### config.mk
export PLATFORM = sky130hd
export DESIGN_NAME = mips_exc_ctrl_flat
export DESIGN_NICKNAME = d
export VERILOG_FILES = /design/src/rtl/mips_exc_ctrl_if.sv /design/src/rtl/mips_exc_ctrl.sv /design/src/flat_wrapper.sv
export SDC_FILE = /design/constraint.sdc
export NUM_CORES = 1
export LEC_CHECK = 0
export ABC_AREA = 1
export BUFFER_PORTS_ARGS = -buffer_cell sky130_fd_sc_hd__buf_2
export CORE_ASPECT_RATIO = 1.5
export CORE_MARGIN = 2
export CORE_UTILIZATION = 54
export DETAILED_ROUTE_END_ITERATION = 10
export PLACE_DENSITY = 0.83
export SLEW_MARGIN = 15
export SYNTH_ARGS = -nofsm -noshare
export SYNTH_HDL_FRONTEND = slang
export SYNTH_SLANG_ARGS = --single-unit
### constraint.sdc
create_clock -name clk -period 3.2 [get_ports clk]
set_input_delay 0.16 -clock clk [delete_from_list [all_inputs] [get_ports clk]]
set_output_delay 0.16 -clock clk [all_outputs]
set_load 0.05 [all_outputs]
### src/rtl/mips_exc_ctrl_if.sv
// Commit-stage / CP0 signal bundle for the exception sequencer.
// The i_/o_ prefixes are from the controller's point of view.
interface mips_exc_ctrl_if #(
  parameter int ADDR_W = 32
);
  logic              i_ev_valid;
  logic [ADDR_W-1:0] i_ev_pc;
  logic              i_ev_bd;
  logic              i_ev_adel;
  logic              i_ev_ri;
  logic              i_ev_syscall;
  logic              i_ev_break;
  logic              i_ev_ovf;
  logic              i_ev_ades;
  logic              i_ev_eret;
  logic              i_exc_occur;
  logic [ADDR_W-1:0] i_exc_npc;

  logic              o_exc_set;
  logic [3:0]        o_exc_code;
  logic [ADDR_W-1:0] o_exc_epc;
  logic              o_exc_bd;
  logic              o_exc_ack;
  logic              o_exc_clr;
  logic              o_stall;
  logic              o_flush;
  logic              o_redirect;
  logic [ADDR_W-1:0] o_redirect_pc;

  modport master (
    output i_ev_valid, i_ev_pc, i_ev_bd, i_ev_adel, i_ev_ri, i_ev_syscall,
           i_ev_break, i_ev_ovf, i_ev_ades, i_ev_eret, i_exc_occur, i_exc_npc,
    input  o_exc_set, o_exc_code, o_exc_epc, o_exc_bd, o_exc_ack, o_exc_clr,
           o_stall, o_flush, o_redirect, o_redirect_pc
  );

  modport slave (
    input  i_ev_valid, i_ev_pc, i_ev_bd, i_ev_adel, i_ev_ri, i_ev_syscall,
           i_ev_break, i_ev_ovf, i_ev_ades, i_ev_eret, i_exc_occur, i_exc_npc,
    output o_exc_set, o_exc_code, o_exc_epc, o_exc_bd, o_exc_ack, o_exc_clr,
           o_stall, o_flush, o_redirect, o_redirect_pc
  );
endinterface

### src/rtl/mips_exc_ctrl.sv
// Exception sequencer between the commit stage and CP0: runs the SET/WAIT/
// FLUSH/ACK handshake for exceptions and interrupts, and CLR/RDR for ERET.
module mips_exc_ctrl #(
  parameter int ADDR_W       = 32,
  parameter int FLUSH_CYCLES = 3
) (
  input logic           clk,
  input logic           rst,
  mips_exc_ctrl_if.slave bus
);

  typedef enum logic [2:0] {
    S_IDLE, S_SET, S_WAIT, S_FLUSH, S_ACK, S_CLR, S_RDR
  } state_t;

  localparam logic [3:0] FLUSH_INIT = 4'(FLUSH_CYCLES - 1);

  state_t            r_state;
  logic [3:0]        r_cnt;
  logic              r_exc_set;
  logic [3:0]        r_exc_code;
  logic [ADDR_W-1:0] r_exc_epc;
  logic              r_exc_bd;
  logic              r_exc_ack;
  logic              r_exc_clr;
  logic              r_stall;
  logic              r_flush;
  logic              r_redirect;
  logic [ADDR_W-1:0] r_redirect_pc;

  logic              w_exc_any;
  logic [3:0]        w_code;
  logic [ADDR_W-1:0] w_epc;

  assign w_exc_any = bus.i_ev_adel | bus.i_ev_ri | bus.i_ev_syscall |
                     bus.i_ev_break | bus.i_ev_ovf | bus.i_ev_ades;

  // A delay-slot instruction restarts at its branch, one word earlier.
  assign w_epc = bus.i_ev_bd ? (bus.i_ev_pc - ADDR_W'(4)) : bus.i_ev_pc;

  always_comb begin
    w_code = 4'd0;
    if (bus.i_ev_adel)         w_code = 4'd4;
    else if (bus.i_ev_ri)      w_code = 4'd10;
    else if (bus.i_ev_syscall) w_code = 4'd8;
    else if (bus.i_ev_break)   w_code = 4'd9;
    else if (bus.i_ev_ovf)     w_code = 4'd12;
    else if (bus.i_ev_ades)    w_code = 4'd5;
  end

  always_ff @(posedge clk or posedge rst) begin
    if (rst) begin
      r_state       <= S_IDLE;
      r_cnt         <= 4'd0;
      r_exc_set     <= 1'b0;
      r_exc_code    <= 4'd0;
      r_exc_epc     <= '0;
      r_exc_bd      <= 1'b0;
      r_exc_ack     <= 1'b0;
      r_exc_clr     <= 1'b0;
      r_stall       <= 1'b0;
      r_flush       <= 1'b0;
      r_redirect    <= 1'b0;
      r_redirect_pc <= '0;
    end else begin
      r_exc_set  <= 1'b0;
      r_exc_ack  <= 1'b0;
      r_exc_clr  <= 1'b0;
      r_redirect <= 1'b0;
      case (r_state)
        S_IDLE: begin
          if (bus.i_ev_valid && w_exc_any) begin
            r_state    <= S_SET;
            r_exc_set  <= 1'b1;
            r_stall    <= 1'b1;
            r_exc_code <= w_code;
            r_exc_epc  <= w_epc;
            r_exc_bd   <= bus.i_ev_bd;
          end else if (bus.i_ev_valid && bus.i_ev_eret) begin
            r_state   <= S_CLR;
            r_exc_clr <= 1'b1;
            r_stall   <= 1'b1;
          end else if (bus.i_ev_valid && bus.i_exc_occur) begin
            // Interrupt: CP0 already has it pending, so skip SET/WAIT.
            r_state    <= S_FLUSH;
            r_stall    <= 1'b1;
            r_flush    <= 1'b1;
            r_cnt      <= FLUSH_INIT;
            r_exc_code <= 4'd0;
            r_exc_epc  <= w_epc;
            r_exc_bd   <= bus.i_ev_bd;
          end
        end
        S_SET: r_state <= S_WAIT;
        S_WAIT: begin
          if (bus.i_exc_occur) begin
            r_state <= S_FLUSH;
            r_flush <= 1'b1;
            r_cnt   <= FLUSH_INIT;
          end
        end
        S_FLUSH: begin
          if (r_cnt == 4'd0) begin
            r_state       <= S_ACK;
            r_flush       <= 1'b0;
            r_exc_ack     <= 1'b1;
            r_redirect    <= 1'b1;
            r_redirect_pc <= bus.i_exc_npc;
          end else begin
            r_cnt <= r_cnt - 4'd1;
          end
        end
        S_ACK: begin
          r_state <= S_IDLE;
          r_stall <= 1'b0;
        end
        S_CLR: begin
          r_state       <= S_RDR;
          r_redirect    <= 1'b1;
          r_redirect_pc <= bus.i_exc_npc;
          r_flush       <= 1'b1;
        end
        S_RDR: begin
          r_state <= S_IDLE;
          r_flush <= 1'b0;
          r_stall <= 1'b0;
        end
        default: begin
          r_state <= S_IDLE;
          r_flush <= 1'b0;
          r_stall <= 1'b0;
        end
      endcase
    end
  end

  assign bus.o_exc_set     = r_exc_set;
  assign bus.o_exc_code    = r_exc_code;
  assign bus.o_exc_epc     = r_exc_epc;
  assign bus.o_exc_bd      = r_exc_bd;
  assign bus.o_exc_ack     = r_exc_ack;
  assign bus.o_exc_clr     = r_exc_clr;
  assign bus.o_stall       = r_stall;
  assign bus.o_flush       = r_flush;
  assign bus.o_redirect    = r_redirect;
  assign bus.o_redirect_pc = r_redirect_pc;

endmodule

### src/flat_wrapper.sv
// flat-port wrapper written by rule: the top's interface ports become plain ports
module mips_exc_ctrl_flat 
#(
  parameter int ADDR_W       = 32,
  parameter int FLUSH_CYCLES = 3
)
  (clk, rst, bus_i_ev_valid, bus_i_ev_pc, bus_i_ev_bd, bus_i_ev_adel, bus_i_ev_ri, bus_i_ev_syscall, bus_i_ev_break, bus_i_ev_ovf, bus_i_ev_ades, bus_i_ev_eret, bus_i_exc_occur, bus_i_exc_npc, bus_o_exc_set, bus_o_exc_code, bus_o_exc_epc, bus_o_exc_bd, bus_o_exc_ack, bus_o_exc_clr, bus_o_stall, bus_o_flush, bus_o_redirect, bus_o_redirect_pc);
  mips_exc_ctrl_if #(.ADDR_W(ADDR_W)) bus_i ();
  input logic clk;
  input logic rst;
  input wire logic [$bits(bus_i.i_ev_valid)-1:0] bus_i_ev_valid;
  input wire logic [$bits(bus_i.i_ev_pc)-1:0] bus_i_ev_pc;
  input wire logic [$bits(bus_i.i_ev_bd)-1:0] bus_i_ev_bd;
  input wire logic [$bits(bus_i.i_ev_adel)-1:0] bus_i_ev_adel;
  input wire logic [$bits(bus_i.i_ev_ri)-1:0] bus_i_ev_ri;
  input wire logic [$bits(bus_i.i_ev_syscall)-1:0] bus_i_ev_syscall;
  input wire logic [$bits(bus_i.i_ev_break)-1:0] bus_i_ev_break;
  input wire logic [$bits(bus_i.i_ev_ovf)-1:0] bus_i_ev_ovf;
  input wire logic [$bits(bus_i.i_ev_ades)-1:0] bus_i_ev_ades;
  input wire logic [$bits(bus_i.i_ev_eret)-1:0] bus_i_ev_eret;
  input wire logic [$bits(bus_i.i_exc_occur)-1:0] bus_i_exc_occur;
  input wire logic [$bits(bus_i.i_exc_npc)-1:0] bus_i_exc_npc;
  output wire logic [$bits(bus_i.o_exc_set)-1:0] bus_o_exc_set;
  output wire logic [$bits(bus_i.o_exc_code)-1:0] bus_o_exc_code;
  output wire logic [$bits(bus_i.o_exc_epc)-1:0] bus_o_exc_epc;
  output wire logic [$bits(bus_i.o_exc_bd)-1:0] bus_o_exc_bd;
  output wire logic [$bits(bus_i.o_exc_ack)-1:0] bus_o_exc_ack;
  output wire logic [$bits(bus_i.o_exc_clr)-1:0] bus_o_exc_clr;
  output wire logic [$bits(bus_i.o_stall)-1:0] bus_o_stall;
  output wire logic [$bits(bus_i.o_flush)-1:0] bus_o_flush;
  output wire logic [$bits(bus_i.o_redirect)-1:0] bus_o_redirect;
  output wire logic [$bits(bus_i.o_redirect_pc)-1:0] bus_o_redirect_pc;
  assign bus_i.i_ev_valid = bus_i_ev_valid;
  assign bus_i.i_ev_pc = bus_i_ev_pc;
  assign bus_i.i_ev_bd = bus_i_ev_bd;
  assign bus_i.i_ev_adel = bus_i_ev_adel;
  assign bus_i.i_ev_ri = bus_i_ev_ri;
  assign bus_i.i_ev_syscall = bus_i_ev_syscall;
  assign bus_i.i_ev_break = bus_i_ev_break;
  assign bus_i.i_ev_ovf = bus_i_ev_ovf;
  assign bus_i.i_ev_ades = bus_i_ev_ades;
  assign bus_i.i_ev_eret = bus_i_ev_eret;
  assign bus_i.i_exc_occur = bus_i_exc_occur;
  assign bus_i.i_exc_npc = bus_i_exc_npc;
  assign bus_o_exc_set = bus_i.o_exc_set;
  assign bus_o_exc_code = bus_i.o_exc_code;
  assign bus_o_exc_epc = bus_i.o_exc_epc;
  assign bus_o_exc_bd = bus_i.o_exc_bd;
  assign bus_o_exc_ack = bus_i.o_exc_ack;
  assign bus_o_exc_clr = bus_i.o_exc_clr;
  assign bus_o_stall = bus_i.o_stall;
  assign bus_o_flush = bus_i.o_flush;
  assign bus_o_redirect = bus_i.o_redirect;
  assign bus_o_redirect_pc = bus_i.o_redirect_pc;
  mips_exc_ctrl #(.ADDR_W(ADDR_W), .FLUSH_CYCLES(FLUSH_CYCLES)) u_core (.clk(clk), .rst(rst), .bus(bus_i));
endmodule
Yosys cells after proc, flatten, opt, wreduce, memory -nomap -nowiden
Cells that the tools add are included.
Cells by class
  reductions and logical operators: 16
  muxes and demuxes: 47
  bitwise gates (word level): 7
  $add $sub $neg: 2
  eq/ne operators: 13
Operator list (number)
  $mux W32: 5
  $pmux W32 S2: 1
  $mux W4: 13
  $sub A32 B3 Y32 const B: 1
  $mux W3: 6
  $mux W1: 17
  $pmux W3 S5: 1
  $pmux W4 S3: 1
  $reduce_and A6 Y1: 2
  $ne A2 B2 Y1 const B: 4
  $eq A3 B2 Y1 const B: 2
  $eq A3 B3 Y1 const B: 2
  $ne A2 B1 Y1 const B: 3
  $reduce_and A3 Y1: 2
  $or A1 B1 Y1: 5
  $pmux W1 S5: 1
  $logic_not A4 Y1: 1
  $ne A4 B1 Y1 const B: 1
  $pmux W1 S2: 2
  $reduce_and A2 Y1: 2
  $reduce_bool A2 Y1: 2
  $reduce_or A4 Y1: 1
  $sub A4 B1 Y4 const B: 1
  $eq A3 B1 Y1 const B: 1
  other kinds (5): 8
Storage, ports and cells
  bits of input ports: 76
  output and inout port bits: 75
  logic and storage cells: 97
  flip-flop bits (word level): 82

Logic depth before layout (Yosys ltp)
  depth in word-level cells: 8
  gate-level depth with buffers: 11
  depth with buffers taken out: 11

Worst setup path after synthesis
Ideal clock, no wire load.
  path kind: reg2reg
  start point: reg u_core.r_cnt[0]
  end point: reg u_core.r_redirect_pc[10] (netlist: u_core.bus.o_redirect_pc[10])
  library setup time: 125 ps
  buffers on the path: 1
  arrival time: 1488 ps
  required time: 3075 ps
  stages on the path, launching flop included: 9
  path slack: 1587 ps
  clock period less this slack: 1613 ps
  cell sequence: dfrtp_1 -> inv_1 -> ha_1 -> nand3_1 -> nor2_4 -> inv_4 -> nand2_4 -> buf_12 -> mux2_4
On the way
  cells in the longest elaborated chain, start to end: 3
RTL lines
  start: declaration: RTL line mips_exc_ctrl.sv:19  | logic [3:0] r_cnt;
  start signal: assignment: RTL line mips_exc_ctrl.sv:110  | r_cnt <= r_cnt - 4'd1;
  $logic_not A4 Y1: RTL line mips_exc_ctrl.sv:103  | if (r_cnt == 4'd0) begin
  $ne A2 B1 Y1 (no line)
  $reduce_and A2 Y1 (no line)
  end signal: assignment: RTL line mips_exc_ctrl.sv:108  | r_redirect_pc <= bus.i_exc_npc;
  end signal: assignment: RTL line mips_exc_ctrl.sv:120  | r_redirect_pc <= bus.i_exc_npc;
  end: declaration: RTL line mips_exc_ctrl.sv:29  | logic [ADDR_W-1:0] r_redirect_pc;
Every way passes these cells.
A chain may end at the register's enable or synchronous reset.

Final worst setup path
  start point: reg u_core.r_state[2]
  end point: reg u_core.r_exc_epc[22] (netlist: u_core.bus.o_exc_epc[22])
On the way
  cells in the longest elaborated chain, start to end: 2
RTL lines
  start: declaration: RTL line mips_exc_ctrl.sv:18  | state_t r_state;
  start signal: assignment: RTL line mips_exc_ctrl.sv:53  | r_state <= S_IDLE;
  start signal: assignment: RTL line mips_exc_ctrl.sv:73  | r_state <= S_SET;
  start signal: assignment: RTL line mips_exc_ctrl.sv:80  | r_state <= S_CLR;
  $logic_not A3 Y1: RTL line mips_exc_ctrl.sv:70  | case (r_state)
  $reduce_and A3 Y1 (no line)
  end signal: assignment: RTL line mips_exc_ctrl.sv:77  | r_exc_epc <= w_epc;
  end signal: assignment: RTL line mips_exc_ctrl.sv:90  | r_exc_epc <= w_epc;
  end: declaration: RTL line mips_exc_ctrl.sv:22  | logic [ADDR_W-1:0] r_exc_epc;
Every way passes these cells.

==> results_dict.tcl <==
set metrics [dict create \
    hold_viol_final 0 \
    powerDensity_nw_per_um2 1120 \
    worstSkewPairLatency_ns 0.33 \
    grt_overflow 0 \
    drive_above_1_share 0.340 \
    drv_cap 0 \
    synthTopCellsByCount "nand2_1, dfrtp_1, nor2_1" \
    die_h_um 113 \
    grt_usage 0.255 \
    antenna_found_initial 0 \
    syn_area_um2 4290 \
    wl_per_cell_um 14.2 \
    nFillCells 637 \
    fin_crit_ns 2.01 \
    ys_async_sr_fraction 1.00 \
    synth_cell_types 31 \
    io_pins 151 \
    setup-tns-final_ns 0 \
    path_cells "nor2_4 > nand2_1 > nor2_1 > nand2_2 > inv_2 > nand3_1 > nand2_1" \
    cts_max_level 3 \
    path_class "flop to flop" \
    vias 3774 \
    clkTransAtPathRegs_ns 0.06 \
    endpoint_kind "flop" \
    initial_core_util 0.559 \
    tightestPinTransition_ns 0.734 \
    hpwl_um 7960 \
    cp-start-kind "flop" \
    cp_num_cells 7 \
    grt_max_degree 46 \
    holdBufCountCts 1 \
    avgSynthCellArea_um2 8.93 \
    clock-skew-final_ns 0.00619 \
    synth_area_leaders "dfrtp_1, nand2_1, mux2_4, nor2_1, inv_1" \
    slew_viol_final 0 \
    cts_setup_buffers 0 \
    cts.sink_count 82 \
    drt_first_pass_iters 4 \
    arrival_ns 2.28 \
    min_path_type "primary input to flop" \
    ys_seq_elements 82 \
    outcome "complete, no violations" \
    cts_root_buf "clkbuf_16" \
    synth_edf_count 0 \
    setup_viol_count_final 0 \
    grt_pass1_wl_um 17500 \
    die_area_um2 8680 \
    max_stage_delay_ns 0.46 \
    cts_max_path_buffers 2 \
    gp_congestion 0.914 \
    slew_headroom 0.510 \
    n_antenna_cell 0 \
    yosysWarnings 0 \
    syn_to_final_growth_pct 24.7 \
    cp_max_fo 36 \
    crit_path_top_delay_cell "dfrtp_1" \
    grt_setup_unrepaired "no" \
    cts_tree "done" \
    grt_pass1_vias 3731 \
    p_leak_uw 0.00285 \
    post_drt_via_cell_ratio 5.09 \
    required_ns 3.48 \
    core-area_um2 7660 \
    vdd_ir_drop_max_v 0.000653 \
    synth_top_cell_area_share 0.479 \
    wirelength_um 10500 \
    dp_slack_ns 1.22 \
    drc 0 \
    synthCells 480 \
    rows 39 \
    clock.fmax_ghz 0.498 \
    post_cts_resized 0 \
    numPortBuffers 150 \
    postRouteAntennaNets 0 \
    syn_nets 559 \
    synth_top_cell_by_area "dfrtp_1" \
    fin_nets 713 \
    reg2reg_depth 7 \
    critPathMostFrequentCell "nand2_1" \
    die_w_um 76.7 \
    ys_seq_area_frac 0.479 \
    drt-initial-drc-count 176 \
    fin_crit_sh 0.628 \
    cts_buffers 9 \
    crit_buf_inv 1 \
    setup_ws_ns 1.19 \
    path_delay_family "simple AND/OR/NAND/NOR gates" \
    synth-main-ff-cell "dfrtp_1" \
    yosysMostFrequentCell "nand2_1" \
    whs_path_depth 3 \
]
[per-stage QoR]
step	area (µm²)	hold WS [ns]	utilization	total power [µW]	std cells
finish	5340	0.0175	0.698	5960	741
global route	5340	0.0273	0.698	6270	741
CTS	5340	0.0113	0.698	5980	741
detailed placement	5070	0.304	0.662	5040	724
global placement	5070	0.291	0.662	4970	724
floorplan	4290	0.270	-	4340	480
[cell type report]
class	count	area, µm²	area share
clock buffers	11	233	0.0435
clock inverters	5	31.3	0.00585
flip-flops and latches	82	2050	0.384
well taps	102	128	0.0239
repair buffers	153	776	0.145
inverters	52	199	0.0372
multi-input cells	336	1930	0.360
[flip-flops by register name, summed over array words and instances (netlist names)]
name,flops
u_core.bus.o_flush,1
u_core.bus.o_stall,1
u_core.bus.o_redirect_pc,32
u_core.bus.o_exc_code,4
u_core.bus.o_exc_ack,1
u_core.bus.o_exc_set,1
u_core.r_cnt,4
u_core.bus.o_exc_clr,1
u_core.bus.o_redirect,1
u_core.r_state,3
u_core.bus.o_exc_bd,1
u_core.bus.o_exc_epc,32
[report_power, final]
| group | total, µW | leakage [µW] | switching [µW] | internal (µW) |
|---|---|---|---|---|
| combinational | 3250 | 0.00170 | 2350 | 900 |
| sequential | 1790 | 0.00102 | 273 | 1520 |
| clock | 922 | 0.000129 | 399 | 523 |
| total | 5960 | 0.00285 | 3020 | 2940 |
[placed cells by master (no fill, tap or decap), types with 10 or more instances in the layout]
cell	instances
buf_2	150
nand2_1	120
dfrtp_1	82
nor2_1	61
inv_1	47
nand3_1	33
o21ai_0	29
mux2_4	29
xor2_1	16
nand4_1	10
[layer usage]
layer,wire (µm),track usage
met2,5370,0.437
met1,4250,0.312
met5,0,0
met3,568,0.0335
met4,346,0.138
[kinds of logic (layout without fill, tap and decap cells)]
family                     Yosys count  after routing  synth area share
and+or+nand+nor                    240            240             0.242
adders and majority gates            3              3           0.00876
AOI/OAI and AO/OA                   45             45            0.0563
muxes                               32             32             0.109
buffers and inverters               62            221            0.0718
DFF                                 82             82             0.479
xor gates and xnor gates            16             16            0.0327
[worst min-delay path: cells and delay by family]
| kind | cells | cell delay [ns] |
|---|---|---|
| simple gates | 2 | 0.09 |
| buf+inv | 1 | 0.07 |
[final timing paths]
check	startpoint	slack, ns	to
max in group asynchronous	rst	1.77	u_core.bus.o_redirect_pc[25]
min in group asynchronous	rst	0.49	u_core.bus.o_redirect_pc[20]
hold reg to reg	u_core.bus.o_exc_epc[1]	0.48	u_core.bus.o_exc_epc[1]
setup / recovery	u_core.r_state[2]	1.19	u_core.bus.o_exc_epc[22]
setup reg to reg	u_core.r_state[2]	1.19	u_core.bus.o_exc_epc[22]
hold / removal	bus_i_ev_pc[0]	0.02	u_core.bus.o_exc_epc[0]
(Power assumes the default switching activity.)
